==> config.mk <==
export PLATFORM = sky130hd
export DESIGN_NAME = melody_sequencer_flat
export DESIGN_NICKNAME = d
export VERILOG_FILES = /design/src/rtl/melody_sequencer_if.sv /design/src/rtl/melody_sequencer.sv /design/src/flat_wrapper.sv
export SDC_FILE = /design/constraint.sdc
export NUM_CORES = 1
export LEC_CHECK = 0
export ABC_AREA = 1
export CAP_MARGIN = 20
export CORE_MARGIN = 8
export CORE_UTILIZATION = 40
export CTS_CLUSTER_DIAMETER = 80
export DETAILED_ROUTE_END_ITERATION = 12
export MAX_ROUTING_LAYER = met4
export PLACE_DENSITY_LB_ADDON = 0.3
export SLEW_MARGIN = 5
export SYNTH_ARGS = -nofsm -noshare
export SYNTH_HDL_FRONTEND = slang
export SYNTH_SLANG_ARGS = --single-unit
export TNS_END_PERCENT = 50
==> constraint.sdc <==
create_clock -name clk -period 8.7 [get_ports clk]
set_clock_uncertainty 0.2 [all_clocks]
set_input_delay 0.87 -clock clk [delete_from_list [all_inputs] [get_ports clk]]
set_output_delay 0.87 -clock clk [all_outputs]
set_load 0.02 [all_outputs]
==> src/rtl/melody_sequencer_if.sv <==
// Song sequencer bus: playback control, song ROM port and tone outputs.
interface melody_sequencer_if #(
    parameter int ADDR_W = 8
);
    logic              start;
    logic              stop;
    logic [ADDR_W-1:0] rom_addr;
    logic [9:0]        rom_data;
    logic [31:0]       div;
    logic              mute;
    logic              busy;
    logic              done;

    modport master (
        output start, stop, rom_data,
        input  rom_addr, div, mute, busy, done
    );

    modport slave (
        input  start, stop, rom_data,
        output rom_addr, div, mute, busy, done
    );
endinterface

==> src/rtl/melody_sequencer.sv <==
// Steps a song ROM and drives the music_freq half-period divider and mute.
module melody_sequencer #(
    parameter int ADDR_W   = 8,
    parameter int TICK_DIV = 6_250_000,
    parameter int GAP_CYC  = 500_000,
    parameter bit LOOP     = 1'b0
) (
    input logic               clk,
    input logic               rst,
    melody_sequencer_if.slave bus
);
    typedef enum logic [2:0] {
        S_IDLE,
        S_FETCH,
        S_LOAD,
        S_PLAY,
        S_GAP
    } state_t;

    localparam logic [31:0] TICK_LAST = 32'(TICK_DIV - 1);
    localparam logic [31:0] GAP_LAST  = 32'(GAP_CYC - 1);
    localparam bit          HAS_GAP   = (GAP_CYC > 0);

    state_t            state_q;
    logic [ADDR_W-1:0] rom_addr_q;
    logic [31:0]       div_q;
    logic              mute_q;
    logic              done_q;
    logic [31:0]       tick_q;
    logic [3:0]        dur_q;

    logic [1:0]  oct;
    logic [3:0]  pitch;
    logic [3:0]  dur;
    logic        rest;
    logic [31:0] note_d;
    logic [3:0]  dur_d;
    logic        tick_end;
    logic        gap_end;
    logic        adv_d;
    logic        fin_d;

    assign oct   = bus.rom_data[9:8];
    assign pitch = bus.rom_data[7:4];
    assign dur   = bus.rom_data[3:0];
    assign rest  = (pitch == 4'd0) || (pitch > 4'd12);
    assign dur_d = (dur == 4'd0) ? 4'd1 : dur;

    // Octave-4 half-period bases; higher octaves halve (B+1).
    always_comb begin
        logic [31:0] base;
        logic [1:0]  sh;
        base = 32'd0;
        case (pitch)
            4'd1:    base = 32'd95555;
            4'd2:    base = 32'd90193;
            4'd3:    base = 32'd85130;
            4'd4:    base = 32'd80351;
            4'd5:    base = 32'd75841;
            4'd6:    base = 32'd71585;
            4'd7:    base = 32'd67568;
            4'd8:    base = 32'd63775;
            4'd9:    base = 32'd60196;
            4'd10:   base = 32'd56817;
            4'd11:   base = 32'd53628;
            4'd12:   base = 32'd50618;
            default: base = 32'd0;
        endcase
        sh     = (oct == 2'd3) ? 2'd2 : oct;
        note_d = rest ? 32'd0 : (((base + 32'd1) >> sh) - 32'd1);
    end

    assign tick_end = (tick_q == TICK_LAST);
    assign gap_end  = HAS_GAP && (tick_q == GAP_LAST);

    // Leaving a note; the last address acts like an end marker.
    assign adv_d = (state_q == S_PLAY && tick_end && dur_q == 4'd1 && !HAS_GAP)
                || (state_q == S_GAP && gap_end);
    assign fin_d = (state_q == S_LOAD && pitch == 4'hF)
                || (adv_d && rom_addr_q == {ADDR_W{1'b1}});

    always_ff @(posedge clk) begin
        if (rst) begin
            state_q    <= S_IDLE;
            rom_addr_q <= '0;
            div_q      <= '0;
            mute_q     <= 1'b1;
            done_q     <= 1'b0;
            tick_q     <= '0;
            dur_q      <= '0;
        end else begin
            done_q <= 1'b0;
            if (bus.stop && state_q != S_IDLE) begin
                state_q <= S_IDLE;
                mute_q  <= 1'b1;
                div_q   <= '0;
                tick_q  <= '0;
            end else begin
                case (state_q)
                    S_IDLE: begin
                        if (bus.start && !bus.stop) begin
                            rom_addr_q <= '0;
                            state_q    <= S_FETCH;
                        end
                    end
                    S_FETCH: state_q <= S_LOAD;
                    S_LOAD: begin
                        if (pitch != 4'hF) begin
                            div_q   <= note_d;
                            mute_q  <= rest;
                            dur_q   <= dur_d;
                            tick_q  <= '0;
                            state_q <= S_PLAY;
                        end
                    end
                    S_PLAY: begin
                        if (tick_end) begin
                            tick_q <= '0;
                            if (dur_q == 4'd1) begin
                                mute_q <= 1'b1;
                                if (HAS_GAP) state_q <= S_GAP;
                            end else begin
                                dur_q <= dur_q - 4'd1;
                            end
                        end else begin
                            tick_q <= tick_q + 32'd1;
                        end
                    end
                    S_GAP: begin
                        if (gap_end) tick_q <= '0;
                        else         tick_q <= tick_q + 32'd1;
                    end
                    default: state_q <= S_IDLE;
                endcase
                if (adv_d && !fin_d) begin
                    rom_addr_q <= rom_addr_q + 1'b1;
                    state_q    <= S_FETCH;
                end
                if (fin_d) begin
                    if (LOOP) begin
                        rom_addr_q <= '0;
                        state_q    <= S_FETCH;
                    end else begin
                        done_q  <= 1'b1;
                        state_q <= S_IDLE;
                    end
                end
            end
        end
    end

    assign bus.rom_addr = rom_addr_q;
    assign bus.div      = div_q;
    assign bus.mute     = mute_q;
    assign bus.busy     = (state_q != S_IDLE);
    assign bus.done     = done_q;
endmodule
==> src/flat_wrapper.sv <==
// flat-port wrapper written by rule: the top's interface ports become plain ports
module melody_sequencer_flat 
#(
    parameter int ADDR_W   = 8,
    parameter int TICK_DIV = 6_250_000,
    parameter int GAP_CYC  = 500_000,
    parameter bit LOOP     = 1'b0
)
  (clk, rst, bus_start, bus_stop, bus_rom_data, bus_rom_addr, bus_div, bus_mute, bus_busy, bus_done);
  melody_sequencer_if #(.ADDR_W(ADDR_W)) bus_i ();
  input logic clk;
  input logic rst;
  input wire logic [$bits(bus_i.start)-1:0] bus_start;
  input wire logic [$bits(bus_i.stop)-1:0] bus_stop;
  input wire logic [$bits(bus_i.rom_data)-1:0] bus_rom_data;
  output wire logic [$bits(bus_i.rom_addr)-1:0] bus_rom_addr;
  output wire logic [$bits(bus_i.div)-1:0] bus_div;
  output wire logic [$bits(bus_i.mute)-1:0] bus_mute;
  output wire logic [$bits(bus_i.busy)-1:0] bus_busy;
  output wire logic [$bits(bus_i.done)-1:0] bus_done;
  assign bus_i.start = bus_start;
  assign bus_i.stop = bus_stop;
  assign bus_i.rom_data = bus_rom_data;
  assign bus_rom_addr = bus_i.rom_addr;
  assign bus_div = bus_i.div;
  assign bus_mute = bus_i.mute;
  assign bus_busy = bus_i.busy;
  assign bus_done = bus_i.done;
  melody_sequencer #(.ADDR_W(ADDR_W), .TICK_DIV(TICK_DIV), .GAP_CYC(GAP_CYC), .LOOP(LOOP)) u_core (.clk(clk), .rst(rst), .bus(bus_i));
endmodule
==> flow_summary.yaml, run 1 <==
outcome:
  status: "complete, no violations"
cts:
  cts-resized-gates: 0
  clk_pin_slew_worst_paths_ns: 0.06
  root_buffer: "clkbuf_16"
  cts.sinks: 81
  cts_hold_buffers: 0
  htree_levels: 3
  cts_setup_buffers: 0
  clk_latency_ns: 0.34
  numCtsBuffers: 9
  cts_tree: "built"
  cts_max_path_buffers: 2
yosys:
  ys_seq_area_share_pct: 30.2
  async_flop_share_pct: 0
  syn_area_mm2: 0.00536
  synth_edf_count: 0
  synth_area_per_cell_um2: 6.33
  synthCells: 847
  yosysUniqueCellTypes: 51
  synth.area.top_cells: "dfxtp_1, nand2_1, inv_1, nor2_1, nand3_1"
  yosysTopAreaCellShare_pct: 30.2
  synth.largest_area_cell: "dfxtp_1"
  syn-num-nets: 874
  synth_flop_cell: "dfxtp_1"
  synth-seq-cells: 81
  ys.warnings.count: 0
power_and_ir_drop:
  power.density_mw_per_mm2: 174
  irDropWorstVdd_mv: 0.0714
  power_leakage_nw: 2.65
layout:
  layout_common_cells: "nand2_1, inv_1, nor2_1"
  fin_nets: 923
  regArea_mm2: 0.00162
  multi_input_area_mm2: 0.00314
  drive_gt1_share_pct: 7.77
  final_common_cell: "nand2_1"
  syn_to_final_growth_pct: 19.2
  instances_no_fill: 1077
  fill_cells: 1345
  antenna_cells: 0
  stdcell_area_mm2: 0.00639
place:
  place_area_mm2: 0.00604
  dp_hpwl_um: 10100
  place_congestion: 0.911
  io_buffers: 56
  dp_slack_ns: 4.13
  dp_cells: 1060
grt:
  grt_pass1_wl_um: 23300
  antenna_found_initial: 0
  track_usage_pct: 16.2
  grt_overflow_total: 0
  grt_pass1_vias: 5083
  grt_max_degree: 37
timing:
  hold_viol_final: 0
  max_freq_ghz: 0.236
  hold_ws_ns: 0.241
  final.setup.worst_slack_ns: 4.46
  setup-violations-final: 0
  finalMaxSlewViolations: 0
  finalCritPeriodShare_pct: 48.7
  slew-limit-headroom_pct: 36.8
  rsz0062_at_grt: "false"
  final.min_clock_period_ns: 4.24
  tightest_slew_ns: 0.945
  tns_ns: 0
worst_setup_path:
  cp-start-kind: "input pin"
  slowest_stage: "clkdlybuf4s50_1"
  critical_path_class: "input pin to flip-flop"
  cp.arrival_ns: 4.27
  r2r_cells: 12
  cp_max_fo: 36
  reg2reg_from: "u_core.tick_q[0]$_SDFFE_PP0P_"
  crit_buf_inv: 5
  r2r_slack_ns: 4.83
  crit_chain: "clkdlybuf4s50_1 -> inv_4 -> nor3_1 -> inv_1 -> nand2_2 -> nand2_4 -> nand2_1 -> nand2_1 -> clkinv_1 -> o211ai_1 -> inv_1"
  worstSetupEndpointType: "flip-flop"
  cp.required_ns: 8.73
  critPathTopFamily: "buffers and inverters"
  crit_path_max_incr_delay_ns: 0.71
  r2r-end: "u_core.tick_q[3]$_SDFFE_PP0P_"
hold_path:
  worstHoldEndpoint: "u_core.bus.div[23]$_SDFFE_PP0P_"
  whs_path_depth: 2
  hp-start: "u_core.bus.div[23]$_SDFFE_PP0P_"
  hp-class: "flip-flop to flip-flop"
floorplan:
  num_rows: 42
  coreArea_mm2: 0.0132
  die_area_mm2: 0.0174
  die_width_um: 132
  fp.dieH_um: 132
  initial_core_util_pct: 40.7
  io_pins: 57
routing:
  vias: 5356
  drt_iter0_drc: 327
  remaining_drc_errors: 0
  avgViaCountPerCell: 4.97
  routedWlPerCell_um: 12.6
  wl_um: 13500
  ant_nets: 0
  firstDrtPassIters: 8
job:
  cap_violations: 0
## cell families after synthesis
kind of cell | after synthesis | synth area share, %
AO/OA/AOI/OAI | 107 | 11.7
XOR/XNOR | 10 | 1.63
adder cells (fa/ha/maj) | 13 | 3.03
AND/OR/NAND/NOR | 487 | 42.2
buffers and inverters | 149 | 11.2
flip-flops | 81 | 30.2
## tightest hold or removal path: stages (launching register included)
cell and delay [ns]:
dfxtp_1 0.31, nand2_1 0.06, nor2_1 0.04
## how the worst max path moves through the flow
| stage | startpoint | end | slack, ns | depth (start not counted) |
|---|---|---|---|---|
| global placement | bus_rom_data[6] | u_core.tick_q[4]$_SDFFE_PP0P_ | 4.20 | 11 |
| floorplan | bus_rom_data[4] | u_core.bus.div[9]$_SDFFE_PP0P_ | 5.32 | 20 |
| detailed placement | bus_rom_data[7] | u_core.tick_q[3]$_SDFFE_PP0P_ | 4.13 | 11 |
| global route | bus_rom_data[7] | u_core.tick_q[0]$_SDFFE_PP0P_ | 4.16 | 11 |
| CTS | bus_rom_data[7] | u_core.tick_q[0]$_SDFFE_PP0P_ | 4.51 | 11 |
| finish | bus_rom_data[7] | u_core.tick_q[3]$_SDFFE_PP0P_ | 4.46 | 11 |
## power breakdown
group	switching [W]	internal [W]
Sequential	0.0000137	0.000388
Combinational	0.000197	0.0000957
Clock	0.000159	0.000260
## Yosys cell counts (4+ instances only)
master	n
a211oi_1	7
a21oi_1	48
buf_2	5
clkbuf_1	8
dfxtp_1	81
ha_1	13
inv_1	120
inv_2	5
nand2_1	214
nand2_2	12
nand3_1	73
nand3_2	6
nand4_1	14
nor2_1	108
nor2_2	5
nor2_4	5
nor3_1	19
nor3b_1	4
nor4_1	8
o211ai_1	6
o21ai_0	25
o21ai_1	4
xor2_1	7
## cell type report
type | instances | share of cell area [%]
multi-input combinational | 617 | 49.1
inverter | 129 | 7.65
timing repair buffer | 58 | 9.31
tap | 176 | 3.44
clock buffer | 10 | 3.74
clock inverter | 6 | 1.39
sequential | 81 | 25.4
## routing by layer
metal  vias up  GRT usage, %  wire [um]
met3        16          4.38        689
li1       2828             -          -
met2       107          26.1       6230
met5         -             -          0
met1      2405          19.4       6390
met4         0          5.30        221
## sequential cells by signal (all words and copies together) (netlist names)
| signal | flops |
|---|---|
| u_core.bus.mute | 1 |
| u_core.dur_q | 4 |
| u_core.state_q | 3 |
| u_core.bus.div | 32 |
| u_core.tick_q | 32 |
| u_core.bus.rom_addr | 8 |
| u_core.bus.done | 1 |
## metrics by stage
stage / total power [W] / utilization (%)
3_3_place_gp: 0.000695 / 45.8
4_1_cts: 0.00112 / 48.3
6_report: 0.00111 / 48.5
3_5_place_dp: 0.000696 / 45.8
5_1_grt: 0.00118 / 48.5
2_1_floorplan: 0.000621 / -
Power figures use the tool's default switching activity.
==> run 2: changes to the inputs <==
==> constraint.sdc (replaced) <==
create_clock -name clk -period 4.3 [get_ports clk]
set_clock_uncertainty 0.2 [all_clocks]
set_input_delay 0.43 -clock clk [delete_from_list [all_inputs] [get_ports clk]]
set_output_delay 0.43 -clock clk [all_outputs]
set_load 0.02 [all_outputs]
==> run 2 against run 1 <==
Effect of this change:
- die area did not move
- critical path depth up 9
- cell count rose by 0.37%
- core utilization increased by 0.12 points
- wire length decreased by 0.99%
- final area up 0.25%
- largest power group unchanged
- via count fell by 0.82%
- highest routed layer unchanged
- sequential power grew 100%
- largest cell class unchanged
- global-route usage is 0.083 points lower
==> flow_summary.yaml, run 2 (synthesis results as in run 1) <==
outcome:
  status: "complete, no violations"
layout:
  fin_nets: 928
  instances_no_fill: 1081
  antenna_cells: 0
  fill_cells: 1367
  layout_common_cells: "nand2_1, inv_1, nor2_1"
  syn_to_final_growth_pct: 19.6
  drive_gt1_share_pct: 7.85
  stdcell_area_mm2: 0.00641
  final_common_cell: "nand2_1"
floorplan:
  coreArea_mm2: 0.0132
  die_width_um: 132
  initial_core_util_pct: 40.7
  fp.dieH_um: 132
  num_rows: 42
  die_area_mm2: 0.0174
  io_pins: 57
grt:
  grt_pass1_vias: 4967
  grt_pass1_wl_um: 23100
  track_usage_pct: 16.2
  grt_overflow_total: 0
  antenna_found_initial: 0
  grt_max_degree: 36
cts:
  cts.sinks: 81
  root_buffer: "clkbuf_16"
  clk_pin_slew_worst_paths_ns: 0.06
  cts_hold_buffers: 0
  htree_levels: 3
  cts-resized-gates: 0
  clk_latency_ns: 0.34
  cts_tree: "built"
  cts_max_path_buffers: 2
  numCtsBuffers: 9
  cts_setup_buffers: 0
place:
  place_congestion: 0.925
  dp_cells: 1066
  io_buffers: 56
  dp_hpwl_um: 10100
  place_area_mm2: 0.00608
worst_setup_path:
  cp_max_fo: 8
  crit_path_max_incr_delay_ns: 0.63
  cp.arrival_ns: 3.72
  crit_chain: "clkdlybuf4s50_1 -> inv_1 -> ha_1 -> nand2_2 -> nand3_2 -> nand2_4 -> inv_2 -> ha_1 -> nand2_1 -> nor3_2 -> nor2_1 -> nand2_1 -> nand3_1 -> nor2_4 -> nand3b_4 -> nor2_2 -> nand2_1 -> nand2_1 -> nand3_1 -> a21oi_1"
  worstSetupEndpointType: "flip-flop"
  critPathTopFamily: "simple AND/OR/NAND/NOR gates"
  crit_top_cell: "nand2_1"
  cp-start-kind: "input pin"
  critical_path_class: "input pin to flip-flop"
  crit_buf_inv: 3
  slowest_stage: "clkdlybuf4s50_1"
  cp.required_ns: 4.37
job:
  cap_violations: 0
timing:
  setup-violations-final: 0
  finalMaxSlewViolations: 0
  tns_ns: 0
  slew-limit-headroom_pct: 43.1
  hold_viol_final: 0
  final.min_clock_period_ns: 3.65
  finalCritPeriodShare_pct: 85.0
  tightest_slew_ns: 0.851
  hold_ws_ns: 0.241
  rsz0062_at_grt: "false"
  max_freq_ghz: 0.274
power_and_ir_drop:
  power.density_mw_per_mm2: 354
  power.total_w: 0.00227
  irDropWorstVdd_mv: 0.160
  power_leakage_nw: 2.67
routing:
  vias: 5312
  drt_iter0_drc: 325
  wl_um: 13400
  firstDrtPassIters: 5
  remaining_drc_errors: 0
  ant_nets: 0
  avgViaCountPerCell: 4.91
  routedWlPerCell_um: 12.4
hold_path:
  hp-class: "flip-flop to flip-flop"
run 2: cell types whose count changed in the layout (fill, tap and decap cells not counted), sizes merged:
cell / previous run / this run
buf: 2 / 7
clkinvlp: 2 / 0
clkbuf: 10 / 12
inv: 128 / 127
bufinv: 2 / 3
clkinv: 3 / 2
run 2: stage by stage:
step | setup WS (ns) | util [%]
after global routing | 0.336 | 48.6
final | 0.645 | 48.6
after floorplan | 1.36 | -
after global placement | 0.490 | 46.1
after CTS | 0.673 | 48.6
after detailed placement | 0.414 | 46.1
run 2: path summary, 6_finish.rpt:
path | from | endpoint | slack, ns | cells after the start
min | u_core.bus.div[23]$_SDFFE_PP0P_ | u_core.bus.div[23]$_SDFFE_PP0P_ | 0.24 | 2
min reg2reg | u_core.bus.div[23]$_SDFFE_PP0P_ | u_core.bus.div[23]$_SDFFE_PP0P_ | 0.24 | 2
max | bus_rom_data[5] | u_core.bus.div[7]$_SDFFE_PP0P_ | 0.65 | 20
max reg2reg | u_core.tick_q[0]$_SDFFE_PP0P_ | u_core.tick_q[3]$_SDFFE_PP0P_ | 1.28 | 12
run 2: metal layers:
layer | GRT usage, % | up-vias | part of all wire (%)
li1 | - | 2830 | -
met1 | 19.3 | 2342 | 47
met2 | 26.2 | 123 | 46
met3 | 4.00 | 17 | 5.5
met4 | 5.30 | 0 | 1.8
met5 | - | - | 0
run 2: power by group:
part           switching [W]  internal [W]  total [W]
combinational       0.000399      0.000194   0.000593
sequential         0.0000277      0.000786   0.000814
clock               0.000297      0.000565   0.000861
run 2: cell type report:
| cell class | count | area [um2] | area share, % |
|---|---|---|---|
| multi-input cells | 617 | 3140 | 49.0 |
| flip-flops and latches | 81 | 1620 | 25.3 |
| repair buffers | 63 | 613 | 9.56 |
| inverters | 129 | 489 | 7.63 |
| clock buffers | 12 | 236 | 3.69 |
| well taps | 176 | 220 | 3.43 |
| clock inverters | 3 | 90.1 | 1.41 |
run 2: worst reg2reg max path, cell delays in order (launching register included):
cell and delay, ns:
dfxtp_1 0.38, ha_1 0.19, nand3_1 0.15, nor2_1 0.20
inv_1 0.10, nor4_1 0.47, o21ai_0 0.30, inv_1 0.21
nand2_1 0.07, nand2_1 0.08, clkinv_1 0.31, o211ai_1 0.20
inv_1 0.06
==> run 3: changes to the inputs <==
==> constraint.sdc (replaced) <==
create_clock -name clk -period 3.2 [get_ports clk]
set_clock_uncertainty 0.2 [all_clocks]
set_input_delay 0.32 -clock clk [delete_from_list [all_inputs] [get_ports clk]]
set_output_delay 0.32 -clock clk [all_outputs]
set_load 0.02 [all_outputs]
==> run 3 against run 2 <==
Effect of this change:
- sequential share of layout area decreased by 1.6 points
- power increased by 30%
- final area increased by 6.5%
- hold slack worse by 0.00067 ns
- critical path depth fell by 2
- critical path type unchanged
- largest cell class unchanged
- highest routed layer unchanged
==> flow_summary.yaml, run 3 (synthesis results as in run 1) <==
power_and_ir_drop:
  seqPwrFrac_pct: 37.2
  irDropWorstVdd_mv: 0.208
  clockPowerShare_pct: 32.8
  p_sw_w: 0.000984
  p_comb_share_pct: 30.1
  p_int_w: 0.00196
  power.density_mw_per_mm2: 431
  power_leakage_nw: 2.95
  sw_frac_of_total_pct: 33.4
routing:
  routedWlPerCell_um: 12.0
  firstDrtPassIters: 6
  remaining_drc_errors: 0
  ant_nets: 0
  drt_iter0_drc: 326
  avgViaCountPerCell: 4.90
  wl_um: 13600
  vias: 5567
layout:
  syn_to_final_growth_pct: 27.4
  drive_gt1_share_pct: 14.2
  fin_nets: 981
  antenna_cells: 0
  layout_common_cells: "nand2_1, inv_1, nor2_1"
  final_common_cell: "nand2_1"
  stdcell_area_mm2: 0.00683
  instances_no_fill: 1135
grt:
  grt_pass1_wl_um: 24000
  grt_overflow_total: 0
  grt_pass1_vias: 5263
  antenna_found_initial: 0
  grt_max_degree: 34
  track_usage_pct: 16.6
worst_setup_path:
  crit_top_cell: "nand2_1"
  worstSetupEndpointType: "flip-flop"
  critPathTopFamily: "simple AND/OR/NAND/NOR gates"
  cp.required_ns: 3.27
  slowest_stage: "clkdlybuf4s50_1"
  cp_max_fo: 8
  critical_path_class: "input pin to flip-flop"
  crit_path_max_incr_delay_ns: 0.46
  crit_buf_inv: 2
  crit_chain: "clkdlybuf4s50_1 -> buf_4 -> nand2_2 -> nand2_1 -> o21ai_0 -> ha_2 -> nand2_4 -> nor2_4 -> nand4_1 -> nand3_1 -> nand3_2 -> nor2_1 -> nand2_1 -> nor2_4 -> nand2_1 -> nand2_1 -> nand3_1 -> a21oi_1"
  cp-start-kind: "input pin"
  cp.arrival_ns: 2.93
timing:
  finalMaxSlewViolations: 0
  hold_viol_final: 0
  max_freq_ghz: 0.350
  setup-violations-final: 0
  final.min_clock_period_ns: 2.86
  finalCritPeriodShare_pct: 89.4
  tightest_slew_ns: 0.829
  slew-limit-headroom_pct: 44.5
  final.setup.worst_slack_ns: 0.339
cts:
  clk_latency_ns: 0.34
  cts_hold_buffers: 0
  root_buffer: "clkbuf_16"
  cts_tree: "built"
  htree_levels: 3
  numCtsBuffers: 9
  clk_pin_slew_worst_paths_ns: 0.06
  cts_max_path_buffers: 2
  cts.sinks: 81
hold_path:
  hp-class: "flip-flop to flip-flop"
floorplan:
  io_pins: 57
  die_width_um: 132
  fp.dieH_um: 132
  num_rows: 42
  coreArea_mm2: 0.0132
  initial_core_util_pct: 40.7
  die_area_mm2: 0.0174
place:
  dp_slack_ns: -0.158
  dp_cells: 1116
  dp_hpwl_um: 10600
  io_buffers: 56
  place_congestion: 0.926
  place_area_mm2: 0.00646
outcome:
  status: "complete, no violations"
job:
  cap_violations: 0
[run 3: changes by cell type in the layout (fill, tap and decap cells not counted), sizes merged]
cell / change
buf: +53
clkinv: +4
bufinv: -3
clkdlybuf4s50: -2
dlymetal6s2s: +2
[run 3: routing by layer]
metal	vias up	share of wire [%]	wire (um)	GRT usage, %
li1	2931	-	-	-
met1	2507	46	6290	20.0
met2	117	47	6470	27.4
met3	12	5.5	747	3.47
met4	0	1.0	141	5.11
met5	-	0	0	-
[run 3: path summary, 6_finish.rpt]
kind / from / end / slack [ns] / depth (start not counted)
max: bus_rom_data[6] / u_core.bus.div[12]$_SDFFE_PP0P_ / 0.34 / 18
min: u_core.bus.div[17]$_SDFFE_PP0P_ / u_core.bus.div[17]$_SDFFE_PP0P_ / 0.24 / 2
max reg2reg: u_core.tick_q[0]$_SDFFE_PP0P_ / u_core.tick_q[12]$_SDFFE_PP0P_ / 0.35 / 12
min reg2reg: u_core.bus.div[17]$_SDFFE_PP0P_ / u_core.bus.div[17]$_SDFFE_PP0P_ / 0.24 / 2
[run 3: cell type report]
cell class / count / area (um2)
fill: 1334 / 6360
multi-input combinational: 617 / 3190
sequential: 81 / 1620
timing repair buffer: 116 / 1020
inverter: 129 / 489
clock buffer: 12 / 256
tap: 176 / 220
clock inverter: 4 / 27.5
[run 3: stage by stage]
stage               hold WS (ns)  power (W)   TNS [ns]  util (%)
global route               0.258    0.00315  -0.000346      51.8
global placement           0.232    0.00199     -0.825      49.0
CTS                        0.242    0.00297          0      51.1
detailed placement         0.233    0.00199      -1.21      49.0
finish                     0.240    0.00294          0      51.8
floorplan                  0.198    0.00169          0         -
[run 3: power by group through the flow]
stage	combinational, W	sequential (W)	clock [W]
5_1_grt	0.00100	0.00110	0.00104
6_report	0.000885	0.00109	0.000965
3_5_place_dp	0.000871	0.00111	0
4_1_cts	0.000876	0.00109	0.000999
3_3_place_gp	0.000871	0.00112	0
2_1_floorplan	0.000555	0.00113	0
[run 3: worst reg2reg max path, stage by stage (launching register included)]
cell and delay [ns]:
dfxtp_1 0.38, ha_1 0.19, nand3_1 0.16, nor2_1 0.22, inv_1 0.13, nor4_2 0.38
o21ai_0 0.26, inv_1 0.12, nand2_1 0.05, nand2_1 0.10, clkinv_1 0.30, o211ai_1 0.20
inv_1 0.06
[run 3: repair_timing]
action | 4_1_cts | 5_1_grt
resized for setup | 0 | 16
endpoints found under the setup margin | 0 | 19
buffers inserted | 0 | 3
